==> src/rtl/alu_op_driver.sv <==
// Sequential initiator for a combinational ALU: accepts single or sweep requests,
// drives registered operands/select, waits a fixed settle time and returns captured results.
module alu_op_driver #(
    parameter int WIDTH         = 8,
    parameter int SEL_W         = 4,
    parameter int SETTLE_CYCLES = 1
) (
    input  logic             clk,
    input  logic             rst,
    input  logic             req_valid,
    output logic             req_ready,
    input  logic [WIDTH-1:0] req_a,
    input  logic [WIDTH-1:0] req_b,
    input  logic [SEL_W-1:0] req_sel,
    input  logic             req_sweep,
    output logic [WIDTH-1:0] alu_a,
    output logic [WIDTH-1:0] alu_b,
    output logic [SEL_W-1:0] alu_sel,
    input  logic [WIDTH-1:0] alu_out,
    input  logic             alu_carry,
    output logic             rsp_valid,
    input  logic             rsp_ready,
    output logic [SEL_W-1:0] rsp_sel,
    output logic [WIDTH-1:0] rsp_out,
    output logic             rsp_carry,
    output logic             rsp_last,
    output logic             busy,
    output logic [15:0]      op_count
);

    localparam int CNT_W = (SETTLE_CYCLES < 2) ? 1 : $clog2(SETTLE_CYCLES + 1);
    localparam logic [CNT_W-1:0] CNT_LOAD = CNT_W'(SETTLE_CYCLES);
    localparam logic [CNT_W-1:0] CNT_ONE  = CNT_W'(1);
    localparam logic [SEL_W-1:0] SEL_ONE  = SEL_W'(1);
    localparam logic [SEL_W-1:0] SEL_LAST = {SEL_W{1'b1}};

    typedef enum logic [1:0] {
        ST_IDLE   = 2'd0,
        ST_SETTLE = 2'd1,
        ST_RESP   = 2'd2
    } state_t;

    state_t           state_r,     state_s;
    logic [CNT_W-1:0] cnt_r,       cnt_s;
    logic             sweep_r,     sweep_s;
    logic [WIDTH-1:0] alu_a_r,     alu_a_s;
    logic [WIDTH-1:0] alu_b_r,     alu_b_s;
    logic [SEL_W-1:0] alu_sel_r,   alu_sel_s;
    logic             rsp_valid_r, rsp_valid_s;
    logic [SEL_W-1:0] rsp_sel_r,   rsp_sel_s;
    logic [WIDTH-1:0] rsp_out_r,   rsp_out_s;
    logic             rsp_carry_r, rsp_carry_s;
    logic             rsp_last_r,  rsp_last_s;
    logic             req_ready_r, req_ready_s;
    logic             busy_r,      busy_s;
    logic [15:0]      op_count_r,  op_count_s;

    // Next-state and next-output logic; every register holds unless a transition says otherwise.
    always_comb begin
        state_s     = state_r;
        cnt_s       = cnt_r;
        sweep_s     = sweep_r;
        alu_a_s     = alu_a_r;
        alu_b_s     = alu_b_r;
        alu_sel_s   = alu_sel_r;
        rsp_valid_s = rsp_valid_r;
        rsp_sel_s   = rsp_sel_r;
        rsp_out_s   = rsp_out_r;
        rsp_carry_s = rsp_carry_r;
        rsp_last_s  = rsp_last_r;
        op_count_s  = op_count_r;

        case (state_r)
            ST_IDLE: begin
                if (req_valid && req_ready_r) begin
                    alu_a_s   = req_a;
                    alu_b_s   = req_b;
                    alu_sel_s = req_sweep ? {SEL_W{1'b0}} : req_sel;
                    sweep_s   = req_sweep;
                    cnt_s     = CNT_LOAD;
                    state_s   = ST_SETTLE;
                end else begin
                    state_s = ST_IDLE;
                end
            end
            ST_SETTLE: begin
                // The edge that sees cnt_r==1 is the SETTLE_CYCLES-th since alu_* last moved.
                if (cnt_r == CNT_ONE) begin
                    rsp_out_s   = alu_out;
                    rsp_carry_s = alu_carry;
                    rsp_sel_s   = alu_sel_r;
                    rsp_last_s  = !sweep_r || (alu_sel_r == SEL_LAST);
                    rsp_valid_s = 1'b1;
                    state_s     = ST_RESP;
                end else begin
                    cnt_s = cnt_r - CNT_ONE;
                end
            end
            ST_RESP: begin
                if (rsp_valid_r && rsp_ready) begin
                    op_count_s  = op_count_r + 16'd1;
                    rsp_valid_s = 1'b0;
                    if (rsp_last_r) begin
                        state_s = ST_IDLE;
                    end else begin
                        alu_sel_s = alu_sel_r + SEL_ONE;
                        cnt_s     = CNT_LOAD;
                        state_s   = ST_SETTLE;
                    end
                end else begin
                    state_s = ST_RESP;
                end
            end
            default: begin
                state_s     = ST_IDLE;
                rsp_valid_s = 1'b0;
            end
        endcase

        // Ready/busy are registered from the next state, so ready never rises in a handshake cycle.
        req_ready_s = (state_s == ST_IDLE);
        busy_s      = (state_s != ST_IDLE);
    end

    // State and output registers with synchronous reset that aborts any operation in flight.
    always_ff @(posedge clk) begin
        if (rst) begin
            state_r     <= ST_IDLE;
            cnt_r       <= {CNT_W{1'b0}};
            sweep_r     <= 1'b0;
            alu_a_r     <= {WIDTH{1'b0}};
            alu_b_r     <= {WIDTH{1'b0}};
            alu_sel_r   <= {SEL_W{1'b0}};
            rsp_valid_r <= 1'b0;
            rsp_sel_r   <= {SEL_W{1'b0}};
            rsp_out_r   <= {WIDTH{1'b0}};
            rsp_carry_r <= 1'b0;
            rsp_last_r  <= 1'b0;
            req_ready_r <= 1'b0;
            busy_r      <= 1'b0;
            op_count_r  <= 16'd0;
        end else begin
            state_r     <= state_s;
            cnt_r       <= cnt_s;
            sweep_r     <= sweep_s;
            alu_a_r     <= alu_a_s;
            alu_b_r     <= alu_b_s;
            alu_sel_r   <= alu_sel_s;
            rsp_valid_r <= rsp_valid_s;
            rsp_sel_r   <= rsp_sel_s;
            rsp_out_r   <= rsp_out_s;
            rsp_carry_r <= rsp_carry_s;
            rsp_last_r  <= rsp_last_s;
            req_ready_r <= req_ready_s;
            busy_r      <= busy_s;
            op_count_r  <= op_count_s;
        end
    end

    assign req_ready = req_ready_r;
    assign alu_a     = alu_a_r;
    assign alu_b     = alu_b_r;
    assign alu_sel   = alu_sel_r;
    assign rsp_valid = rsp_valid_r;
    assign rsp_sel   = rsp_sel_r;
    assign rsp_out   = rsp_out_r;
    assign rsp_carry = rsp_carry_r;
    assign rsp_last  = rsp_last_r;
    assign busy      = busy_r;
    assign op_count  = op_count_r;

endmodule

==> config.mk <==
export PLATFORM = sky130hd
export DESIGN_NAME = alu_op_driver
export DESIGN_NICKNAME = d
export VERILOG_FILES = /design/src/rtl/alu_op_driver.sv
export SDC_FILE = /design/constraint.sdc
export NUM_CORES = 1
export LEC_CHECK = 0
export CORE_ASPECT_RATIO = 0.9
export CORE_MARGIN = 2
export CORE_UTILIZATION = 35
export DETAILED_ROUTE_END_ITERATION = 7
export DONT_BUFFER_PORTS = 1
export PLACE_DENSITY = 0.61
export SETUP_SLACK_MARGIN = 0.5
export SYNTH_ARGS = -nofsm -noshare
export SYNTH_HDL_FRONTEND = slang
export SYNTH_SLANG_ARGS = --single-unit
==> constraint.sdc <==
create_clock -name clk -period 1.9 [get_ports clk]
set_clock_uncertainty 0.1 [all_clocks]
set_input_delay 0.19 -clock clk [delete_from_list [all_inputs] [get_ports clk]]
set_output_delay 0.19 -clock clk [all_outputs]
set_load 0.01 [all_outputs]
==> impl_metrics.ini, run 1 <==
[die]
dieArea_um2 = 7220
ios = 87
num_rows = 27
dieHeight_um = 80.8
fp.coreArea_um2 = 6220
start_util_pct = 36.9
die_w_um = 89.3

[job]
drv_cap = 0

[timing]
final-hold-violation-count = 57
slew_viol_final = 0
rsz0062_at_grt = true
post-route-min-period_ps = 1800
worstMarginPinSlew_ps = 296
finalCritPeriodShare_pct = 94.9
whs_ps = -173
setup_viol = 0
setup_tns_ps = 0
slew-limit-headroom_pct = 80.2
clock.fmax_mhz = 554

[drt]
avgRoutedWirePerCell_um = 15.2
wl_mm = 6.21
drt_iter0_drc = 88
firstDrtPassIters = 4
vias = 2124
ant_nets = 0
drc = 0
via_per_inst = 5.19

[layout]
instances_no_fill = 409
diodes = 0
fin_area_um2 = 3040
area_delta_synth_final_pct = 32.4
drive_above_1_share_pct = 27.3
nets = 353

[placed_design]
gp_congestion = 0.791
post_dp_cell_area_um2 = 2530
dpl.hpwl_mm = 3.71
dpl.cell_count = 376
io_buffers = 0

[cts]
worstSkewPairLatency_ps = 320
numCtsBuffers = 9
clock_path_buffers = 2
clock_sinks = 57
clk_pin_slew_ps = 60
htree_levels = 3
tritoncts = built
cts_root_buf = clkbuf_8

[global_routing]
grt_pass1_wl_mm = 9.10
grt_pass1_vias = 2010
grt_antenna_before_repair = 0
gr-total-overflow = 0
grt_use_total_pct = 16.3
grt_max_degree = 58

[worst_setup_path]
endpoint_kind = register
critPathArrivalTime_ps = 1970
setup.worst_path.start = state_r[0]
worstRegToRegCells = 4
timing.rr.start = state_r[0]
worstPathMaxFanout = 4
startpoint_type = register
worstSetupPathType = reg2reg
required_ps = 2060

[synth]
ys.flop_type = dfxtp_1
async_reset_ff_share_pct = 0
ys_seq_area_share_pct = 49.8
synth_cell_type_count = 32
synth_edf_count = 0
synth_cells = 283
ys.warnings.count = 0
syn-num-nets = 319
syn-cell-area_um2 = 2290
ys_ff_latch = 57
avgSynthCellArea_um2 = 8.10

[worst_hold_path]
min_delay_path_depth = 1
min-delay-start = rst
hp-class = in2reg

[pwr]
ir_worst_vdd_mv = 0.574
powerDensity_nw_per_um2 = 799
p_leak_nw = 1.12

[outcome]
run_status = finished, violations left
violations = hold timing
worst paths after layout:
check                                     to  slack (ps)
worst max-delay path            op_count[13]         100
worst min-delay path                alu_b[6]        -170
worst max register to register  op_count[13]         100
worst min register to register      rsp_last         360
per-stage QoR:
stage,hold WS (ps),worst slack (ps),power (mW),util (%)
after global routing,-203,49.4,2.54,48.8
after floorplan,226,42.5,1.43,-
final,-173,96.1,2.43,48.8
after CTS,-190,121,2.44,45.5
after detailed placement,163,71.1,1.44,40.7
after global placement,163,110,1.44,40.7
flip-flops by register name, summed over array words and instances (netlist names), 2 cells and up:
| name | flops |
|---|---|
| alu_b | 8 |
| state_r | 2 |
| alu_sel | 4 |
| alu_a | 8 |
| rsp_out | 8 |
| rsp_sel | 4 |
| op_count | 16 |
per-layer routing:
layer	vias to the layer above	global-route usage (%)	part of all wire (%)
li1	1041	-	-
met1	990	18.7	42
met2	78	27.1	47
met3	15	6.81	8.7
met4	0	6.27	1.9
met5	-	0	0
cell usage in the layout (no fill, tap or decap), types with 2 or more instances in the layout:
master	count
nand3_1	4
nor3_1	2
nand4_1	6
nor2_1	18
clkbuf_1	2
a21oi_1	43
or3_4	3
nand2_1	68
dfxtp_2	7
nand2_2	2
buf_6	9
buf_4	26
xnor2_1	4
mux2i_1	3
dfxtp_4	3
or4_4	3
nand4b_1	2
buf_12	2
xor2_1	3
o31ai_1	2
o21ai_0	8
inv_1	6
dfxtp_1	47
clkbuf_8	11
or3_2	2
clkinv_2	3
a21oi_2	4
nor4_4	3
nor3b_1	2
or3_1	4
synth_stat cells, drive strengths merged (2+ instances only):
master / instances / area (um2)
inv: 6 / 22.5
nand4b: 3 / 41.3
xor2: 3 / 26.3
xnor2: 5 / 43.8
clkbuf: 15 / 56.3
or3: 7 / 43.8
nand2: 70 / 263
nor4: 3 / 18.8
dfxtp: 57 / 1140
nor2b: 2 / 12.5
nor2: 18 / 67.6
o31ai: 2 / 15.0
ha: 2 / 25.0
or4: 4 / 30.0
nor3: 4 / 20.0
mux2i: 3 / 30.0
o21ai: 8 / 40.0
nor3b: 2 / 15.0
nand3: 6 / 30.0
nand4: 6 / 37.5
a21oi: 47 / 235
logic make-up after synthesis:
kind of cell	Yosys count	share of synthesized area [%]
compound gates	62	14.5
xor+xnor	8	3.06
fa+ha+maj	2	1.09
buf+inv	22	3.93
flops	57	49.8
mux	3	1.31
simple gates	129	26.4
layout make-up:
| type | count | area, um2 |
|---|---|---|
| timing repair buffer | 37 | 337 |
| inverter | 6 | 22.5 |
| fill | 621 | 3180 |
| sequential | 57 | 1160 |
| clock inverter | 3 | 15.0 |
| clock buffer | 13 | 159 |
| tap | 87 | 109 |
| multi-input combinational | 206 | 1230 |
worst max-delay path: stages, from the launching register on:
cell	delay [ps]
dfxtp_1	310
nand4b_4	190
or4_4	540
or4_4	500
a21oi_2	120
what timing repair did:
item / in CTS / in global routing
gates cloned: 0 / 2
setup endpoints to repair: 35 / 34
endpoints found under the hold margin: 57 / 57
buffers inserted: 4 / 11
gates resized for setup: 22 / 26
pin swaps: 10 / 15
power by group:
part	leakage [nW]	total, mW	switching, mW	internal (mW)
sequential	0.468	1.29	0.0521	1.23
clock	0.0932	0.989	0.450	0.538
combinational	0.563	0.151	0.0831	0.0680
No activity file was read; power rests on OpenSTA's default activity.
==> inputs of run 2 (changes only) <==
Settings changed: PLACE_DENSITY 0.61 to 0.59.
Clock period 1.9 ns to 2.3 ns, I/O delays scaled along.
==> run 2 against run 1 <==
  * Highest routed layer unchanged
  * Maximum frequency is 3.0% lower
  * Clock power decreased by 22%
  * Non-clock buffer count decreased by 23
  * Largest power group unchanged
  * Worst setup slack improved by 350 ps
  * Die area is the same
  * Power fell by 20%
  * Via count decreased by 8.9%
  * Flip-flop and latch count unchanged
  * Combinational power fell by 30%
  * First-iteration DRC count is 10% higher
  * The flow still finishes with violations (hold timing)
==> impl_metrics.ini, run 2 (synthesis results as in run 1) <==
[timing]
setup_tns_ps = 0
clock.fmax_mhz = 538
final-hold-violation-count = 53
finalCritPeriodShare_pct = 80.8
slew-limit-headroom_pct = 62.3
whs_ps = -145
worstMarginPinSlew_ps = 564
slew_viol_final = 0
post-route-min-period_ps = 1860
rsz0062_at_grt = true
fin_ws_ps = 441
setup_viol = 0

[pwr]
powerDensity_nw_per_um2 = 720
p_leak_nw = 0.929
finalPower_mw = 1.94
ir_worst_vdd_mv = 0.298

[worst_setup_path]
endpoint_kind = register
required_ps = 2470
startpoint_type = register
r2r_setup_slack_ps = 440
worstPathMaxFanout = 7
timing.rr.start = rsp_valid
r2r-end = op_count[13]
worstRegToRegCells = 4
worstSetupPathType = reg2reg
critPathArrivalTime_ps = 2030

[cts]
holdBufCountCts = 4
numCtsBuffers = 9
tritoncts = built
clock_sinks = 57
cts_root_buf = clkbuf_8
clk_pin_slew_ps = 70
htree_levels = 3
clock_path_buffers = 2
worstSkewPairLatency_ps = 330

[global_routing]
grt_antenna_before_repair = 0
grt_pass1_wl_mm = 8.63
gr-total-overflow = 0
grt_pass1_vias = 1926
grt_max_degree = 58
grt_use_total_pct = 15.8

[worst_hold_path]
min-delay-start = rst
hp-class = in2reg
min_delay_path_depth = 1
hold_path_end = alu_b[4]

[layout]
instances_no_fill = 384
fillers = 660
nets = 328
multi_input_area_um2 = 1120
final_util_pct = 43.4
area_delta_synth_final_pct = 17.6
register_area_um2 = 1160
final_cell_mix = nand2_1, dfxtp_1, a21oi_1
drive_above_1_share_pct = 15.8
layout_commonest_cell = nand2_1
fin_area_um2 = 2700
largest_reg_flops = 16
diodes = 0

[drt]
avgRoutedWirePerCell_um = 13.9
drc = 0
wl_mm = 5.35
ant_nets = 0
firstDrtPassIters = 4
drt_iter0_drc = 97
vias = 1935
via_per_inst = 5.04

[die]
start_util_pct = 36.9
die_w_um = 89.3
num_rows = 27
dieArea_um2 = 7220
ios = 87
dieHeight_um = 80.8
fp.coreArea_um2 = 6220

[placed_design]
io_buffers = 0
preCtsSetupSlack_ps = 328
dpl.cell_count = 359
post_dp_cell_area_um2 = 2380
gp_congestion = 0.711
dpl.hpwl_mm = 3.59

[job]
drv_cap = 0

[outcome]
violations = hold timing
run_status = finished, violations left
run 2: cell types whose count changed in the layout (fill, tap and decap cells not counted), moves of 3 or more:
cell / previous run / this run
nor4_4: 3 / 0
dfxtp_1: 47 / 50
nor4_1: 0 / 3
buf_6: 9 / 0
dlygate4sd3_1: 0 / 4
dfxtp_2: 7 / 2
buf_4: 26 / 10
run 2: power by group:
part           internal [mW]  leakage (nW)  switching, mW
Clock                  0.382        0.0818          0.393
Combinational         0.0463         0.380         0.0592
Sequential              1.02         0.467         0.0440
Total                   1.45         0.929          0.497
run 2: cell type report:
type	count	area share (%)
multi-input combinational	204	41.7
clock buffer	10	4.73
tap	87	4.04
clock inverter	6	1.30
inverter	6	0.835
sequential	57	43.1
timing repair buffer	14	4.27
run 2: how the worst max path moves through the flow:
stage | cells past startpoint | start | to | slack (ps)
finish | 4 | rsp_valid | op_count[13] | 440
global route | 4 | rsp_valid | op_count[13] | 350
CTS | 4 | rsp_valid | op_count[13] | 460
detailed placement | 4 | op_count[2] | op_count[11] | 330
global placement | 4 | op_count[2] | op_count[15] | 390
floorplan | 5 | state_r[0] | op_count[13] | 440
run 2: metal layers:
metal  share of wire [%]  global-route usage, %
met4                 1.6                   7.01
met3                  11                   8.23
met1                  42                   17.4
met2                  45                   25.1
met5                   0                      0
run 2: worst max-delay path: stages (launching register included):
cell and delay, ps:
dfxtp_4 410, nand4b_4 140, or4_4 530, or4_1 490
a21oi_2 120
run 2: timing repair:
| action | CTS | global route |
|---|---|---|
| setup endpoints to repair | 5 | 10 |
| resized for setup | 15 | 7 |
| buffers inserted | 3 | 2 |
| endpoints found under the hold margin | 57 | 53 |
| pin swaps | 6 | 7 |
